`src/rtl/mdu_pkg.sv`:
```
// Shared op-code and FSM encodings for the multiply/divide unit.
// Op codes not listed here decode as no-op in mul_div_unit.
package mdu_pkg;

  localparam logic [3:0] OP_MULT  = 4'd0;
  localparam logic [3:0] OP_MULTU = 4'd1;
  localparam logic [3:0] OP_DIV   = 4'd2;
  localparam logic [3:0] OP_DIVU  = 4'd3;
  localparam logic [3:0] OP_MTHI  = 4'd4;
  localparam logic [3:0] OP_MTLO  = 4'd5;
  localparam logic [3:0] OP_MADD  = 4'd6;
  localparam logic [3:0] OP_MADDU = 4'd7;
  localparam logic [3:0] OP_MSUB  = 4'd8;
  localparam logic [3:0] OP_MSUBU = 4'd9;

  typedef enum logic [1:0] {
    ST_IDLE = 2'd0,
    ST_MUL  = 2'd1,
    ST_DIV  = 2'd2,
    ST_FIX  = 2'd3
  } mdu_state_e;

  function automatic logic op_is_signed(input logic [3:0] op);
    return (op == OP_MULT) || (op == OP_DIV) || (op == OP_MADD) || (op == OP_MSUB);
  endfunction

endpackage

```
`src/rtl/mdu_div_step.sv`:
```
// One restoring-division step: shift in the next dividend bit, trial-subtract the divisor.
// Purely combinational; requires i_rem < i_dvs for a valid quotient bit.
module mdu_div_step #(
  parameter int WIDTH = 32
) (
  input  logic [WIDTH-1:0] i_rem,
  input  logic             i_bit,
  input  logic [WIDTH-1:0] i_dvs,
  output logic [WIDTH-1:0] o_rem,
  output logic             o_q
);

  logic [WIDTH:0] w_shift;
  logic [WIDTH:0] w_diff;

  assign w_shift = {i_rem, i_bit};
  assign w_diff  = w_shift - {1'b0, i_dvs};
  // Top bit of the difference is the borrow: set means the divisor did not fit.
  assign o_q     = ~w_diff[WIDTH];
  assign o_rem   = o_q ? w_diff[WIDTH-1:0] : w_shift[WIDTH-1:0];

endmodule

```
`src/rtl/mul_div_unit.sv`:
```
// HI/LO multiply/divide unit: MUL_LAT-cycle multiply, WIDTH+1-cycle restoring divide, 1-edge mthi/mtlo.
// Define MDU_MADD_EN to add madd/maddu/msub/msubu accumulate ops; otherwise they decode as no-op.
module mul_div_unit
  import mdu_pkg::*;
#(
  parameter int WIDTH   = 32,
  parameter int MUL_LAT = 5
) (
  input  logic             clk,
  input  logic             reset_n,
  input  logic             start,
  input  logic [3:0]       op,
  input  logic [WIDTH-1:0] A,
  input  logic [WIDTH-1:0] B,
  input  logic             cancel,
  output logic             busy,
  output logic [WIDTH-1:0] HI,
  output logic [WIDTH-1:0] LO
);

  localparam int CNT_W = $clog2((MUL_LAT > WIDTH) ? MUL_LAT : WIDTH) + 1;

  mdu_state_e         r_state, w_state_nxt;
  logic [CNT_W-1:0]   r_cnt;
  logic [3:0]         r_op;
  logic [WIDTH-1:0]   r_a, r_b;
  logic [WIDTH-1:0]   r_rem, r_quo, r_dvs;
  logic [WIDTH-1:0]   r_hi, r_lo;
  logic               r_busy;

  logic               w_op_mul, w_op_div;
  logic               w_accept, w_mul_done, w_div_step, w_fix, w_mthi, w_mtlo;
  logic               w_sgn, w_neg_q, w_neg_r, w_qbit;
  logic [WIDTH-1:0]   w_rem_nxt, w_quo_fix, w_rem_fix;
  logic [2*WIDTH-1:0] w_a_ext, w_b_ext, w_prod, w_mul_res;

  assign busy = r_busy;
  assign HI   = r_hi;
  assign LO   = r_lo;

`ifdef MDU_MADD_EN
  assign w_op_mul = (op == OP_MULT) || (op == OP_MULTU) || (op == OP_MADD) ||
                    (op == OP_MADDU) || (op == OP_MSUB) || (op == OP_MSUBU);
`else
  assign w_op_mul = (op == OP_MULT) || (op == OP_MULTU);
`endif
  assign w_op_div = (op == OP_DIV) || (op == OP_DIVU);

  always_ff @(posedge clk or negedge reset_n) begin
    if (!reset_n) r_state <= ST_IDLE;
    else          r_state <= w_state_nxt;
  end

  // Cancel beats both a fresh start and an op that is about to complete.
  always_comb begin
    w_state_nxt = r_state;
    w_accept    = 1'b0;
    w_mul_done  = 1'b0;
    w_div_step  = 1'b0;
    w_fix       = 1'b0;
    w_mthi      = 1'b0;
    w_mtlo      = 1'b0;
    case (r_state)
      ST_IDLE: begin
        if (start && !cancel) begin
          if (w_op_mul) begin
            w_state_nxt = ST_MUL;
            w_accept    = 1'b1;
          end else if (w_op_div) begin
            w_state_nxt = ST_DIV;
            w_accept    = 1'b1;
          end else if (op == OP_MTHI) begin
            w_mthi = 1'b1;
          end else if (op == OP_MTLO) begin
            w_mtlo = 1'b1;
          end
        end
      end
      ST_MUL: begin
        if (cancel) begin
          w_state_nxt = ST_IDLE;
        end else if (r_cnt == '0) begin
          w_state_nxt = ST_IDLE;
          w_mul_done  = 1'b1;
        end
      end
      ST_DIV: begin
        if (cancel) begin
          w_state_nxt = ST_IDLE;
        end else begin
          w_div_step = 1'b1;
          if (r_cnt == '0) w_state_nxt = ST_FIX;
        end
      end
      ST_FIX: begin
        w_state_nxt = ST_IDLE;
        w_fix       = !cancel;
      end
      default: w_state_nxt = ST_IDLE;
    endcase
  end

  // Sign-extending to 2*WIDTH makes one multiplier serve both signed and unsigned ops.
  assign w_sgn   = op_is_signed(r_op);
  assign w_a_ext = {{WIDTH{w_sgn & r_a[WIDTH-1]}}, r_a};
  assign w_b_ext = {{WIDTH{w_sgn & r_b[WIDTH-1]}}, r_b};
  assign w_prod  = w_a_ext * w_b_ext;

`ifdef MDU_MADD_EN
  always_comb begin
    w_mul_res = w_prod;
    if ((r_op == OP_MADD) || (r_op == OP_MADDU))      w_mul_res = {r_hi, r_lo} + w_prod;
    else if ((r_op == OP_MSUB) || (r_op == OP_MSUBU)) w_mul_res = {r_hi, r_lo} - w_prod;
  end
`else
  assign w_mul_res = w_prod;
`endif

  mdu_div_step #(.WIDTH(WIDTH)) u_div_step (
    .i_rem (r_rem),
    .i_bit (r_quo[WIDTH-1]),
    .i_dvs (r_dvs),
    .o_rem (w_rem_nxt),
    .o_q   (w_qbit)
  );

  assign w_neg_q   = w_sgn & (r_a[WIDTH-1] ^ r_b[WIDTH-1]);
  assign w_neg_r   = w_sgn & r_a[WIDTH-1];
  assign w_quo_fix = w_neg_q ? -r_quo : r_quo;
  assign w_rem_fix = w_neg_r ? -r_rem : r_rem;

  always_ff @(posedge clk or negedge reset_n) begin
    if (!reset_n) begin
      r_cnt  <= '0;
      r_op   <= '0;
      r_a    <= '0;
      r_b    <= '0;
      r_rem  <= '0;
      r_quo  <= '0;
      r_dvs  <= '0;
      r_hi   <= '0;
      r_lo   <= '0;
      r_busy <= 1'b0;
    end else begin
      r_busy <= (w_state_nxt != ST_IDLE);
      if (w_accept) begin
        r_op  <= op;
        r_a   <= A;
        r_b   <= B;
        r_rem <= '0;
        r_quo <= (op_is_signed(op) && A[WIDTH-1]) ? -A : A;
        r_dvs <= (op_is_signed(op) && B[WIDTH-1]) ? -B : B;
        r_cnt <= w_op_mul ? CNT_W'(MUL_LAT - 1) : CNT_W'(WIDTH - 1);
      end else if ((r_state == ST_MUL || r_state == ST_DIV) && r_cnt != '0) begin
        r_cnt <= r_cnt - CNT_W'(1);
      end
      if (w_div_step) begin
        r_rem <= w_rem_nxt;
        r_quo <= {r_quo[WIDTH-2:0], w_qbit};
      end
      if (w_mthi) r_hi <= A;
      if (w_mtlo) r_lo <= A;
      if (w_mul_done) {r_hi, r_lo} <= w_mul_res;
      if (w_fix) begin
        if (r_b == '0) begin
          r_lo <= '1;
          r_hi <= r_a;
        end else begin
          r_lo <= w_quo_fix;
          r_hi <= w_rem_fix;
        end
      end
    end
  end

endmodule

```
`config.mk`:
```
export PLATFORM = sky130hd
export DESIGN_NAME = mul_div_unit
export DESIGN_NICKNAME = d
export VERILOG_FILES = /design/src/rtl/mdu_pkg.sv /design/src/rtl/mdu_div_step.sv /design/src/rtl/mul_div_unit.sv
export SDC_FILE = /design/constraint.sdc
export NUM_CORES = 2
export LEC_CHECK = 0
export ABC_AREA = 1
export CORE_UTILIZATION = 44
export CTS_CLUSTER_SIZE = 8
export DETAILED_ROUTE_END_ITERATION = 8
export REMOVE_ABC_BUFFERS = 1
export SETUP_SLACK_MARGIN = 0.5
export SYNTH_ARGS = -nofsm -noshare
export SYNTH_HDL_FRONTEND = slang
export SYNTH_HIERARCHICAL = 1
export SYNTH_SLANG_ARGS = --single-unit
```
`constraint.sdc`:
```
create_clock -name clk -period 20.8 [get_ports clk]
set_clock_uncertainty 0.1 [all_clocks]
set_input_delay 4.16 -clock clk [delete_from_list [all_inputs] [get_ports clk]]
set_output_delay 4.16 -clock clk [all_outputs]
set_load 0.005 [all_outputs]
```
==> metrics.md <==
| Metric | Value |
|---|---|
| Status | `completed` |
| Top Ports | `137` |
| Drt pass-1 iters | `6` |
| TritonCTS clock tree | `done` |
| HP Start | `r_cnt[5]$_DFFE_PN0P_` |
| CP required | `about 21 ns` |
| Top layer used by detailed routing | `met5` |
| Pins Over Slew Limit | `0` |
| Post-synth top cells | `nand2_1 (2118), inv_1 (1852), fa_1 (1126)` |
| Wire per inst | `a little over 20 um` |
| Antenna violations before repair | `8` |
| Share of flip-flops with an asynchronous set or reset | `100%` |
| Routed Antenna Nets | `0` |
| Largest cells by area after synthesis | `fa_1 (40%), nand2_1 (14%), inv_1 (12%)` |
| Mapped Avg Cell Area | `between 7 and 8 um^2` |
| Initial Utilization | `around 44%` |
| Port buffer count | `around 140` |
| Top-area cell type share of the netlist area | `between 30 and 40%` |
| Synth Register Bits | `roughly 240` |
| Remaining Overflow, GRT | `0` |
| Setup violations, final | `0` |
| Global-route wire length before repair | `293000 um` |
| Post-synthesis sequential area ratio | `about a tenth` |
| Final setup TNS | `0 ns` |
| Pin count of the biggest net entering global routing | `slightly above 100` |
| Final Cycle Share | `approximately 42%` |
| Syn. warnings | `6` |
| Netlist cell types | `55` |
| Num CTS Buffers | `37` |
| Worst-Margin Slew | `roughly 1.2 ns` |
| Die area | `~130000 um^2` |
| Post-DP HPWL | `152000 um` |
| # H-tree levels | `2` |
| Endpoint type of the worst setup path | `flip-flop` |
| Reg2reg start | `r_op[1]$_DFFE_PN0P_` |
| Post-CTS Repair Setup Buffers | `0` |
| Met1 Routed Length | `~83000 um` |
| Detail Route met2 WL | `roughly 87000 um` |
| CTS max path bufs | `3` |
| RSZ-0062 raised after global routing | `no` |
| CP Class | `flip-flop to flip-flop` |
| End of the critical path | `HI[29]$_DFFE_PN0P_` |
| Layout Nets | `about 8900` |
| Vias in the first global route | `49000` |
| Share of cells above drive strength 1 | `under 10%` |
| Class of the worst hold path | `flip-flop to flip-flop` |
| EDFF count, synth | `0` |
| Upper clock frequency limit | `between 0.1 and 0.15 GHz` |
| DRC violations left | `0` |
| RR Endpoint | `HI[29]$_DFFE_PN0P_` |
| Synth Flop Type | `dfrtp_1` |
| Final wirelength | `around 190000 um` |
| RePlAce Congestion | `between 0.9 and 1` |
| Syn Inst Count | `around 7500` |
| Synth Cell Area | `56400 um^2` |
| Total global-route track usage | `between 20% and 30%` |
| CP startpoint | `r_op[1]$_DFFE_PN0P_` |
| Synth-to-layout area growth | `6.53%` |
| Post-cts resize count | `0` |
| Max-Cap Viols | `0` |
| Hold_buf cts | `0` |
| Fin util | `between 40% and 50%` |
| Rows | `between 100 and 150` |
| CTS clk-pin slew, worst paths | `0.05 ns` |
| Clk sinks | `236` |
| Die Span X | `about 360 um` |
| Endpoints failing hold | `0` |
| Root buf cell | `clkbuf_16` |
| Largest area contributor in the netlist | `fa_1` |
| Worst r2r path cells | `27` |
| CP startpoint kind | `flip-flop` |
| Core ar. | `~130000 um^2` |
| Via count | `about 48000` |
| DRC violation total after the first TritonRoute iteration | `between 3000 and 4000` |
| Clock Latency Late Sink | `0.55 ns` |
| Minimum clock period | `between 8 and 9 ns` |
| Die height | `360 um` |
| CP max FO | `32` |
| Most common cell in the netlist | `nand2_1` |
| Register-to-register setup slack | `approximately 12 ns` |
| Critical Path AT | `slightly above 9 ns` |
| Relative slew slack | `between 10% and 20%` |
| Via density per instance | `approximately 5.2` |
| Met3 wire length | `around 12000 um` |
## how the worst min path moves through the flow
stage | endpoint | cells past startpoint | slack [ns]
floorplan | r_op[3]$_DFFE_PN0P_ | 2 | 0.34
global placement | r_op[3]$_DFFE_PN0P_ | 2 | 0.35
detailed placement | r_op[3]$_DFFE_PN0P_ | 2 | 0.36
CTS | r_op[3]$_DFFE_PN0P_ | 2 | 0.37
global route | r_b[30]$_DFFE_PN0P_ | 2 | 0.40
finish | r_cnt[5]$_DFFE_PN0P_ | 1 | 0.37
## stage by stage
step | setup slack (ns) | std cells | cell area, um^2 | hold slack (ns)
final | 11.98 | 9101 | 60100 | 0.368
after global routing | 11.51 | 9099 | 60100 | 0.397
after CTS | 12.06 | 9099 | 60100 | 0.369
after detailed placement | 12.08 | 9047 | 59100 | 0.356
after global placement | 12.14 | 9047 | 59100 | 0.353
after floorplan | 12.83 | 7163 | 55000 | 0.336
## final cells by class
class | instances | area [um^2]
clock buffers | 48 | 997
multi-input cells | 5030 | 42000
inverters | 1897 | 7120
diodes | 2 | 5.00
clock inverters | 4 | 31.3
repair buffers | 222 | 2010
well taps | 1662 | 2080
fillers | 12900 | 67200
flip-flops and latches | 236 | 5910
## registers in the layout, summed over array words and instances, names as in the netlist
signal   cells
HI          32
LO          32
busy         1
r_a         32
r_b         32
r_cnt        6
r_dvs       31
r_op         4
r_quo       32
r_rem       32
r_state      2
## placed cells by master (no fill, tap or decap), types with 27 or more instances in the layout
cell,instances
inv_2,43
nor3_1,39
inv_1,1852
nand2_1,2118
nand4_1,47
buf_4,86
fa_1,1126
a21oi_1,238
dfrtp_1,233
nand3_1,251
clkbuf_16,37
o21ai_1,42
clkdlybuf4s50_1,135
o21ai_0,204
o211ai_1,39
nor2_1,382
xor2_1,65
o221ai_1,27
ha_1,254
## routing by layer
| metal | vias up | GRT usage, % |
|---|---|---|
| met4 | 10 | 7.26 |
| met3 | 261 | 3.66 |
| met1 | 24200 | 41.3 |
| li1 | 21700 | - |
| met2 | 1565 | 48.2 |
| met5 | - | 0 |
## critical path, stage by stage (launching register included)
cell and delay (ns):
dfrtp_1 0.40, nand2_1 0.13, nand3_4 0.41, nor2_1 0.46
fa_1 0.54, fa_1 0.56, fa_1 0.68, inv_1 0.34
fa_1 0.57, inv_1 0.05, fa_1 0.48, fa_1 0.54
inv_1 0.05, fa_1 0.45, fa_1 0.49, inv_1 0.04
ha_1 0.36, a21oi_1 0.33, o21ai_0 0.24, a21oi_1 0.49
o21ai_0 0.29, a21oi_1 0.23, nand2_1 0.07, nand2_1 0.05
nand3_1 0.06, nand2_1 0.07, nand2_1 0.05, a21oi_1 0.14
## logic make-up after synthesis
group | share of synthesized area (%)
XOR/XNOR | 1.21
AND/OR/NAND/NOR | 21.1
adder cells (fa/ha/maj) | 45.6
buffers and inverters | 15.2
AO/OA/AOI/OAI | 6.41
flip-flops | 10.5
Power is left out: the tool's default activity adds up to more than one toggle a clock period on the data nets, which glitch-free logic cannot reach.
